## src/rtl/hazard_sched.sv

```systemverilog
// Hazard scheduler for the 16-bit F/D/E/M/W core: stall/flush sequencing and E-stage forwarding.
// Optional perf counters are built when HAZARD_PERF_EN is defined; otherwise the counter ports read 0.
module hazard_sched #(
    parameter int LU_STALLS   = 1,
    parameter int MEM_TIMEOUT = 15,
    parameter int CNT_W       = 16
) (
    input  logic             clk,
    input  logic             reset,
    input  logic [3:0]       rs1D,
    input  logic [3:0]       rs2D,
    input  logic             useRs1D,
    input  logic             useRs2D,
    input  logic [3:0]       rs1E,
    input  logic [3:0]       rs2E,
    input  logic [3:0]       rdE,
    input  logic             regWriteE,
    input  logic [1:0]       resultSrcE,
    input  logic             branchTakenE,
    input  logic [3:0]       rdM,
    input  logic [3:0]       rdW,
    input  logic             regWriteM,
    input  logic             regWriteW,
    input  logic             memReqM,
    input  logic             memReadyM,
    output logic             stallF,
    output logic             stallD,
    output logic             stallE,
    output logic             stallM,
    output logic             flushD,
    output logic             flushE,
    output logic             flushW,
    output logic [1:0]       forwardAE,
    output logic [1:0]       forwardBE,
    output logic             memErr,
    output logic [CNT_W-1:0] stallCnt,
    output logic [CNT_W-1:0] flushCnt
);

    typedef enum logic [1:0] {
        RUN      = 2'd0,
        LU_STALL = 2'd1,
        MEM_WAIT = 2'd2
    } state_t;

    state_t     state, state_nx;
    state_t     ret_state, ret_nx;
    logic [2:0] lu_cnt, lu_nx;
    logic [7:0] tmo_cnt, tmo_nx;
    logic       err_set;
    logic       mem_busy;
    logic       lu_hit;
    logic       s_f, s_d, s_e, s_m, f_d, f_e, f_w;

    // M has priority over W because it holds the younger result.
    function automatic logic [1:0] fwd_sel(input logic [3:0] rs,
                                           input logic       wr_m,
                                           input logic [3:0] rd_m,
                                           input logic       wr_w,
                                           input logic [3:0] rd_w);
        if (wr_m && rd_m == rs)
            return 2'b10;
        else if (wr_w && rd_w == rs)
            return 2'b01;
        return 2'b00;
    endfunction

    assign forwardAE = fwd_sel(rs1E, regWriteM, rdM, regWriteW, rdW);
    assign forwardBE = fwd_sel(rs2E, regWriteM, rdM, regWriteW, rdW);

    assign mem_busy = memReqM & ~memReadyM;
    assign lu_hit   = regWriteE & (resultSrcE == 2'b01) &
                      ((useRs1D & (rdE == rs1D)) | (useRs2D & (rdE == rs2D)));

    always_ff @(posedge clk) begin
        if (reset) begin
            state     <= RUN;
            ret_state <= RUN;
            lu_cnt    <= 3'd0;
            tmo_cnt   <= 8'd0;
            memErr    <= 1'b0;
        end else begin
            state     <= state_nx;
            ret_state <= ret_nx;
            lu_cnt    <= lu_nx;
            tmo_cnt   <= tmo_nx;
            if (err_set)
                memErr <= 1'b1;
        end
    end

    always_comb begin
        state_nx = state;
        ret_nx   = ret_state;
        lu_nx    = lu_cnt;
        tmo_nx   = tmo_cnt;
        err_set  = 1'b0;
        s_f      = 1'b0;
        s_d      = 1'b0;
        s_e      = 1'b0;
        s_m      = 1'b0;
        f_d      = 1'b0;
        f_e      = 1'b0;
        f_w      = 1'b0;
        case (state)
            RUN: begin
                if (mem_busy) begin
                    {s_f, s_d, s_e, s_m, f_w} = 5'b11111;
                    state_nx = MEM_WAIT;
                    ret_nx   = RUN;
                    tmo_nx   = 8'd1;
                end else if (branchTakenE) begin
                    // A load-use hit on the wrong path is simply dropped.
                    f_d = 1'b1;
                    f_e = 1'b1;
                end else if (lu_hit) begin
                    s_f = 1'b1;
                    s_d = 1'b1;
                    f_e = 1'b1;
                    if (LU_STALLS > 1) begin
                        state_nx = LU_STALL;
                        lu_nx    = 3'(LU_STALLS - 1);
                    end
                end
            end
            LU_STALL: begin
                if (mem_busy) begin
                    // Bubble count stays frozen and resumes once memory completes.
                    {s_f, s_d, s_e, s_m, f_w} = 5'b11111;
                    state_nx = MEM_WAIT;
                    ret_nx   = LU_STALL;
                    tmo_nx   = 8'd1;
                end else begin
                    s_f   = 1'b1;
                    s_d   = 1'b1;
                    f_e   = 1'b1;
                    lu_nx = lu_cnt - 3'd1;
                    if (lu_cnt == 3'd1)
                        state_nx = RUN;
                end
            end
            MEM_WAIT: begin
                if (mem_busy) begin
                    if (tmo_cnt == 8'(MEM_TIMEOUT)) begin
                        // Abandon the stuck access: drain D/E/W and restart clean.
                        f_d      = 1'b1;
                        f_e      = 1'b1;
                        f_w      = 1'b1;
                        err_set  = 1'b1;
                        state_nx = RUN;
                        ret_nx   = RUN;
                        lu_nx    = 3'd0;
                    end else begin
                        {s_f, s_d, s_e, s_m, f_w} = 5'b11111;
                        tmo_nx = tmo_cnt + 8'd1;
                    end
                end else begin
                    state_nx = ret_state;
                end
            end
            default: begin
                state_nx = RUN;
                ret_nx   = RUN;
            end
        endcase
    end

    assign stallF = s_f & ~reset;
    assign stallD = s_d & ~reset;
    assign stallE = s_e & ~reset;
    assign stallM = s_m & ~reset;
    assign flushD = f_d & ~reset;
    assign flushE = f_e & ~reset;
    assign flushW = f_w & ~reset;

`ifdef HAZARD_PERF_EN
    function automatic logic [CNT_W-1:0] sat_inc(input logic [CNT_W-1:0] v,
                                                 input logic             en);
        if (en && v != {CNT_W{1'b1}})
            return v + CNT_W'(1);
        return v;
    endfunction

    always_ff @(posedge clk) begin
        if (reset) begin
            stallCnt <= '0;
            flushCnt <= '0;
        end else begin
            stallCnt <= sat_inc(stallCnt, stallF);
            flushCnt <= sat_inc(flushCnt, flushD | flushE);
        end
    end
`else
    assign stallCnt = '0;
    assign flushCnt = '0;
`endif

endmodule

```

## config.mk

```make
export PLATFORM = sky130hd
export DESIGN_NAME = hazard_sched
export DESIGN_NICKNAME = d
export VERILOG_FILES = /design/src/rtl/hazard_sched.sv
export SDC_FILE = /design/constraint.sdc
export NUM_CORES = 1
export LEC_CHECK = 0
export BUFFER_PORTS_ARGS = -buffer_cell sky130_fd_sc_hd__buf_2
export CAP_MARGIN = 20
export CORE_MARGIN = 2
export CORE_UTILIZATION = 44
export DETAILED_ROUTE_END_ITERATION = 12
export GPL_TIMING_DRIVEN = 0
export PLACE_DENSITY = 0.8
export SLEW_MARGIN = 20
export SYNTH_ARGS = -nofsm -noshare
export SYNTH_HDL_FRONTEND = slang
export SYNTH_SLANG_ARGS = --single-unit
```

## constraint.sdc

```tcl
create_clock -name clk -period 2.2 [get_ports clk]
set_input_delay 0.11 -clock clk [delete_from_list [all_inputs] [get_ports clk]]
set_output_delay 0.11 -clock clk [all_outputs]
set_load 0.01 [all_outputs]
```

## After elaboration in Yosys (flattened, before gate mapping)

Index checks and enable logic that the tools add are counted.

| word-level totals | value |
|---|---|
| memory bits (read-only) | 0 |
| bits of input ports | 40 |
| output and inout bits | 44 |
| latch bits | 0 |
| logic and storage cells | 100 |
| memories kept | 0 |
| RAM bits | 0 |
| register bits | 16 |

| cells by class | value |
|---|---|
| $mul | 0 |
| $add $sub $neg | 2 |
| eq/ne operators | 20 |
| reductions and logical operators | 13 |
| shifts and indexed selects | 0 |
| $lt $le $gt $ge | 0 |
| divide/modulo/power cells | 0 |
| bitwise logic cells | 13 |
| muxes and demuxes | 47 |

Operators by type and width:

| operator | number |
|---|---|
| $mux 2 | 14 |
| $eq 4x4->1 | 6 |
| $mux 8 | 3 |
| $mux 1 | 19 |
| $pmux 8 s2 | 1 |
| $ne 2x2->1 const B | 6 |
| $pmux 2 s3 | 2 |
| $reduce_and 4->1 | 3 |
| $and 1x1->1 | 10 |
| $mux 3 | 3 |
| $add 8x1->8 const B | 1 |
| $eq 8x4->1 const B | 1 |
| $ne 3x3->1 const B | 2 |
| $pmux 1 s3 | 2 |
| $pmux 3 s2 | 1 |
| $eq 2x1->1 const B | 2 |
| $logic_and 1x1->1 | 4 |
| $pmux 1 s2 | 2 |
| $reduce_bool 2->1 | 2 |
| $eq 3x1->1 const B | 1 |
| $reduce_and 3->1 | 1 |
| $reduce_or 3->1 | 1 |
| $sub 3x1->3 const B | 1 |
| $eq 2x2->1 const B | 1 |
| 5 further kinds | 6 |

## Logic depth before layout (Yosys ltp)

Gate-level depths: netlist of run 1.

| depth | value |
|---|---|
| depth in word-level cells | 9 |
| gate-level depth with buffers | 6 |

## Worst setup path after synthesis of run 1

OpenSTA, ideal clock, no wires.

| path | value |
|---|---|
| path type | register to output |
| start point | register tmo_cnt[0] |
| end point | output port stallF |
| cell stages (with the launch flop) | 7 |
| path buffers | 1 |
| slack | 0.556 ns |
| arrival time | 1.534 ns |
| data required time | 2.090 ns |
| cells stage by stage | dfxtp_1 > ha_1 > and4b_1 > a21oi_1 > o22ai_1 > o22ai_1 > buf_4 |

| on the way | value |
|---|---|
| cells in the longest elaborated chain, start to end | 5 |

RTL lines:

| item | RTL line | RTL |
|---|---|---|
| from (decl) | 49 | `logic [7:0] tmo_cnt, tmo_nx;` |
| from (signal assigned) | 86 | `tmo_cnt <= tmo_nx;` |
| $eq 8x4->1 | 144 | `if (tmo_cnt == 8'(MEM_TIMEOUT)) begin` |
| $mux 1 (2 in series) | -- |  |
| $pmux 1 s3 | -- |  |
| $and 1x1->1 | -- |  |
| to (decl) | 26 | `output logic stallF,` |

Every way passes these cells.

## Final worst setup path of run 1

| path | value |
|---|---|
| start point | register tmo_cnt[0] |
| end point | output port flushE |

| on the way | value |
|---|---|
| cells in the longest elaborated chain, start to end | 5 |

RTL lines:

| item | RTL line | RTL |
|---|---|---|
| $eq 8x4->1 | 144 |  |
| $mux 1 | 144 |  |
| $mux 1 | 143 | `if (mem_busy) begin` |
| $pmux 1 s3 | 105 | `case (state)` |
| $and 1x1->1 | 173 | `assign flushE = f_e & ~reset;` |
| to (decl) | 31 | `output logic flushE,` |

Every way passes these cells.

==> impl_metrics.json, run 1 <==
{
  "portBuffers": 51,
  "cp_num_cells": 6,
  "grt.total_usage": 0.1642,
  "clk_path_buf_depth": 2,
  "routabilityCongestion": 0.8518,
  "chipWidth_um": 61.06,
  "cp_top_family": "simple AND/OR/NAND/NOR gates",
  "synth_xor_xnor_area_share": 0.1345,
  "dieHeight_um": 61.06,
  "slew_headroom": 0.5732,
  "post-route-period-util": 0.9373,
  "yosysTopAreaCellShare": 0.2096,
  "powerDensity_nw_per_um2": 336.2,
  "worst_ep_arrival_time_ns": 1.95,
  "power_frac_clock": 0.250,
  "muxShareOfSynthArea": 0,
  "critPathMaxFanout": 5,
  "synth_compound_area_frac": 0.1755,
  "drv_cap": 0,
  "grt_pass1_wl_mm": 4.726,
  "rr_worst_depth": 7,
  "cts_buffers": 3,
  "power_leakage_nw": 0.9276,
  "r2r_slack_ns": 0.34,
  "drt_pass1_iterations": 4,
  "yosysTopAreaCell": "dfxtp_1",
  "ios": 84,
  "grt_max_degree": 11,
  "maxSlewViolCount": 0,
  "synth_top_family_by_area": "simple AND/OR/NAND/NOR gates",
  "yosys.area_share.simple": 0.2341,
  "ys.flop_type": "dfxtp_1",
  "worstPathCellList": "ha_1 > nand4b_1 > nor3_4 > nor3_1 > a211oi_1 > buf_2",
  "antenna_found_initial": 0,
  "yosys_warnings": 0,
  "ys_types": 43,
  "netSwitchingFraction": 0.3062,
  "reg2reg_from": "tmo_cnt[0]",
  "seq_area_um2": 300.3,
  "slowest_delay_ns": 0.41,
  "route.antenna.remaining_nets": 0,
  "routed_via_density": 4.637,
  "dr.first_iter.drc_count": 83,
  "num_vias": 1470,
  "rsz0062_at_grt": "no",
  "antenna_cells": 0,
  "cp-end-kind": "output port",
  "postSynthCellCount": 184,
  "netlist_area_um2": 1433,
  "fin_skew_ns": 0.0004546,
  "coreArea_um2": 3078,
  "initial_utilization": 0.4654,
  "rows": 20,
  "pwr-share-seq": 0.425,
  "nets": 317,
  "cts_max_level": 1,
  "cts_sinks": 15,
  "overflow": 0,
  "timing.final.hold_violations": 0,
  "ys_ff_latch": 15,
  "period_needed_ns": 2.062,
  "synth.yosys.seq_area_share": 0.2096,
  "p_comb_frac": 0.325,
  "crit_path_start": "tmo_cnt[0]",
  "tightest_slew_ns": 0.6353,
  "nFillCells": 296,
  "synth.area.top_cells": "dfxtp_1 21%, buf_4 18%, xnor2_1 6.7%",
  "clk_pin_slew_ns": 0.09,
  "final.setup.tns_ns": 0,
  "dp_hpwl_mm": 2.481,
  "placed_cell_area_um2": 1859,
  "die_area_um2": 3728,
  "timing.fmax_mhz": 485.0,
  "route.detailed.drc": 0,
  "fin_util": 0.6264,
  "required_ns": 2.09,
  "multiInputGateArea_um2": 955.9,
  "status": "finished clean",
  "r2r-end": "tmo_cnt[0]",
  "synth_edf_count": 0,
  "p_switching_mw": 0.1985,
  "finalSetupViolations": 0,
  "synthToLayoutAreaGrowth_pct": 34.59,
  "crit_end": "flushE",
  "path_buf_inv": 1,
  "hold_class": "in2reg",
  "holdPathStages": 2,
  "cts-root-buf": "clkbuf_4",
  "worst_ir_drop_vdd_v": 0.0003321,
  "p_int_mw": 0.4497,
  "holdWs_ns": 0.06331,
  "yosys.area_share.adder": 0.02620,
  "critPathKind": "reg2out",
  "grt_pass1_vias": 1170,
  "clock_latency_ns": 0.29,
  "post-route-cell-area_um2": 1928,
  "wl_per_cell_um": 9.741,
  "drive_gt1_frac": 0.3590,
  "hold_buffers": 0,
  "syn_area_per_cell_um2": 7.786,
  "synthArstFlopShare": 0,
  "wl_mm": 3.088,
  "start_kind": "register",
  "tritoncts": "done",
  "worst_path_max_delay_cell": "dfxtp_1"
}
## final cells by class
type                    count  share of cell area
clock buffers               3             0.01168
well taps                  44             0.02855
inverters                   7             0.01363
flip-flops and latches     15              0.1557
repair buffers             54              0.1441
plain buffers              39              0.1480
multi-input cells         154              0.4958
clock inverters             1            0.002596
## power by group through the flow
stage               clock network [mW]  registers (mW)  logic, mW
floorplan                            0           0.281      0.142
global placement                     0           0.281      0.206
detailed placement                   0           0.282      0.208
CTS                              0.168           0.275      0.209
global route                     0.176           0.276      0.233
finish                           0.162           0.275      0.211
## worst min path at each step
stage | slack [ns] | to | start
finish | 0.06 | lu_cnt[0] | reset
detailed placement | 0.37 | lu_cnt[0] | reset
floorplan | 0.19 | lu_cnt[0] | reset
CTS | 0.05 | lu_cnt[0] | reset
global placement | 0.36 | lu_cnt[0] | reset
global route | 0.08 | lu_cnt[0] | reset
## synth_stat cells (4+ instances only)
| cell | count |
|---|---|
| xor2_1 | 11 |
| o21ai_1 | 4 |
| inv_1 | 7 |
| buf_4 | 35 |
| nand3_1 | 8 |
| nor2b_1 | 4 |
| nor2_1 | 7 |
| dfxtp_1 | 15 |
| a21oi_1 | 13 |
| xnor2_1 | 11 |
| nor3_1 | 7 |
| or3_1 | 5 |
| nand2_1 | 9 |
## per-stage QoR
step | total power, mW | cells | worst slack (ns)
3_3_place_gp | 0.4871 | 310 | 0.3717
6_report | 0.6482 | 317 | 0.1380
5_1_grt | 0.6855 | 317 | 0.003129
2_1_floorplan | 0.4233 | 215 | 0.5557
4_1_cts | 0.6518 | 314 | 0.01221
3_5_place_dp | 0.4893 | 310 | 0.3633
## routing by layer
layer | wire length (µm) | up-vias | track usage | part of all wire
li1 | - | 770 | - | -
met1 | 1355 | 634 | 0.2036 | 0.44
met5 | 0 | - | 0 | 0
met3 | 232 | 5 | 0.02731 | 0.075
met2 | 1458 | 61 | 0.2918 | 0.47
met4 | 41 | 0 | 0.04658 | 0.013
## cells in the final DEF, fill, tap and decap left out, types with 8 or more instances in the layout
cell,count
dfxtp_1,15
buf_2,51
nand2_1,9
xnor2_1,11
xor2_1,11
buf_4,38
a21oi_1,12
nand3_1,8
conb_1,32
## cell families (layout without fill, tap and decap cells)
| group | count (synthesis) | count (layout) |
|---|---|---|
| buffers and inverters | 46 | 104 |
| adders and majority gates | 3 | 3 |
| other | 1 | 32 |
| xor gates and xnor gates | 22 | 22 |
| AOI/OAI and AO/OA | 39 | 39 |
| and+or+nand+nor | 58 | 58 |
| DFF | 15 | 15 |
## flip-flops by register name (all words and copies together), names as in the netlist
signal / cells
memErr: 1
lu_cnt: 3
state: 2
ret_state: 1
tmo_cnt: 8
## repair_timing
action	CTS	global route
gates resized for setup	0	4
setup buffers	0	3
setup endpoints to repair	0	3
Power figures use the tool's default switching activity.
==> inputs of run 2 (changes only) <==
--- a/config.mk
+++ b/config.mk
@@ -12,6 +12,7 @@
 export DETAILED_ROUTE_END_ITERATION = 12
 export GPL_TIMING_DRIVEN = 0
 export PLACE_DENSITY = 0.8
+export SETUP_SLACK_MARGIN = 0.3
 export SLEW_MARGIN = 20
 export SYNTH_ARGS = -nofsm -noshare
 export SYNTH_HDL_FRONTEND = slang
==> impl_metrics.json, run 2 (synthesis results as in run 1) <==
{
  "wl_mm": 3.255,
  "routed_via_density": 4.681,
  "portBuffers": 51,
  "dp_worst_setup_slack_ns": 0.3633,
  "clk_pin_slew_ns": 0.10,
  "clk_path_buf_depth": 2,
  "routabilityCongestion": 0.8518,
  "hold_class": "in2reg",
  "grt_pass1_wl_mm": 5.030,
  "cts_buffers": 3,
  "groute.layer.met1.usage": 0.2103,
  "powerDensity_nw_per_um2": 326.8,
  "chipWidth_um": 61.06,
  "required_ns": 2.09,
  "critPathMaxFanout": 5,
  "largest_reg_flops": 8,
  "start_kind": "register",
  "gr-usage-met2": 0.3131,
  "grt_pass1_vias": 1261,
  "holdWs_ns": 0.06079,
  "rows": 20,
  "layout_commonest_cell": "buf_2",
  "hold_buffers": 0,
  "initial_utilization": 0.4654,
  "cts_sinks": 15,
  "overflow": 0,
  "clock_latency_ns": 0.29,
  "num_vias": 1512,
  "wl_per_cell_um": 10.08,
  "final_cell_mix": "51 x buf_2, 45 x buf_4, 32 x conb_1",
  "critPathKind": "reg2out",
  "antenna_cells": 0,
  "rsz0062_at_grt": "yes",
  "timing.final.hold_violations": 0,
  "setup_slack_ns": 0.3297,
  "finalSetupViolations": 0,
  "drt_pass1_iterations": 4,
  "synthToLayoutAreaGrowth_pct": 40.35,
  "nFillCells": 273,
  "status": "finished clean",
  "largest_register": "tmo_cnt",
  "power_leakage_nw": 0.9664,
  "cts_max_level": 1,
  "grt_max_degree": 11,
  "drv_cap": 0,
  "met3_usage": 0.02731,
  "ios": 84,
  "coreArea_um2": 3078,
  "fin_skew_ns": 0.001995,
  "final.setup.tns_ns": 0,
  "nets": 323,
  "dr.first_iter.drc_count": 80,
  "worst_ep_arrival_time_ns": 1.76,
  "route.detailed.drc": 0,
  "antenna_found_initial": 0,
  "period_needed_ns": 1.870,
  "tritoncts": "done",
  "drive_gt1_frac": 0.4014,
  "cts-root-buf": "clkbuf_4",
  "top_usage_layer": "met2",
  "dp_hpwl_mm": 2.481,
  "maxSlewViolCount": 0,
  "cp-end-kind": "output port",
  "worst_ir_drop_vdd_v": 0.0003379,
  "largestRegisters": "tmo_cnt: 8 flops, lu_cnt: 3 flops, state: 2 flops",
  "timing.fmax_mhz": 534.7,
  "dieHeight_um": 61.06,
  "post-route-period-util": 0.8502,
  "die_area_um2": 3728,
  "route.antenna.remaining_nets": 0,
  "grt.total_usage": 0.1743
}
[run 2: cell types whose count changed in the layout (fill, tap and decap cells not counted), sizes merged]
cell / previous run / this run
clkbuf: 6 / 5
buf: 90 / 97
[run 2: through the flow]
stage	cell area, µm²	power (mW)	instances	util
after floorplan	1549	0.4233	215	-
after global placement	1859	0.4871	310	0.6041
after detailed placement	1859	0.4893	310	0.6041
after CTS	1959	0.6533	320	0.6366
after global routing	2011	0.6894	323	0.6533
final	2011	0.6571	323	0.6533
[run 2: power breakdown]
group          switching [mW]  leakage [nW]  internal, mW  total, mW
sequential            0.00201         0.123         0.272      0.274
clock                  0.0990        0.0177        0.0677      0.167
combinational           0.105         0.826         0.112      0.216
[run 2: path summary, 6_finish.rpt]
| check | startpoint | endpoint | slack (ns) | cells after the start |
|---|---|---|---|---|
| worst min register to register | memErr | memErr | 0.48 | 2 |
| worst min-delay path | reset | lu_cnt[0] | 0.06 | 2 |
| worst max register to register | tmo_cnt[1] | tmo_cnt[7] | 0.43 | 6 |
| worst max-delay path | tmo_cnt[1] | flushE | 0.33 | 6 |
[run 2: layout make-up]
cell class / instances / area [µm²] / share of cell area
multi-input combinational: 154 / 982.2 / 0.4885
tap: 44 / 55.05 / 0.02738
clock buffer: 3 / 22.52 / 0.01120
clock inverter: 1 / 5.005 / 0.002489
buffer: 39 / 289.0 / 0.1437
inverter: 7 / 26.28 / 0.01307
sequential: 15 / 307.8 / 0.1531
timing repair buffer: 60 / 322.8 / 0.1605
[run 2: repair_timing]
item,4_1_cts,5_1_grt
setup endpoints to repair,4,5
pin swaps,3,5
cloned,0,0
setup buffers,6,3
resized for setup,8,9
[run 2: critical path, cell delays in order, from the launching register on]
cell and delay, ns:
dfxtp_4 0.39, ha_4 0.15, nand4b_1 0.19, nor3_4 0.28, nor3_1 0.07, a211oi_1 0.21, buf_2 0.17
[run 2: per-layer routing]
| metal | share of wire | up-vias |
|---|---|---|
| met3 | 0.080 | 5 |
| met4 | 0.013 | 0 |
| met1 | 0.42 | 656 |
| li1 | - | 781 |
| met2 | 0.49 | 70 |
| met5 | 0 | - |
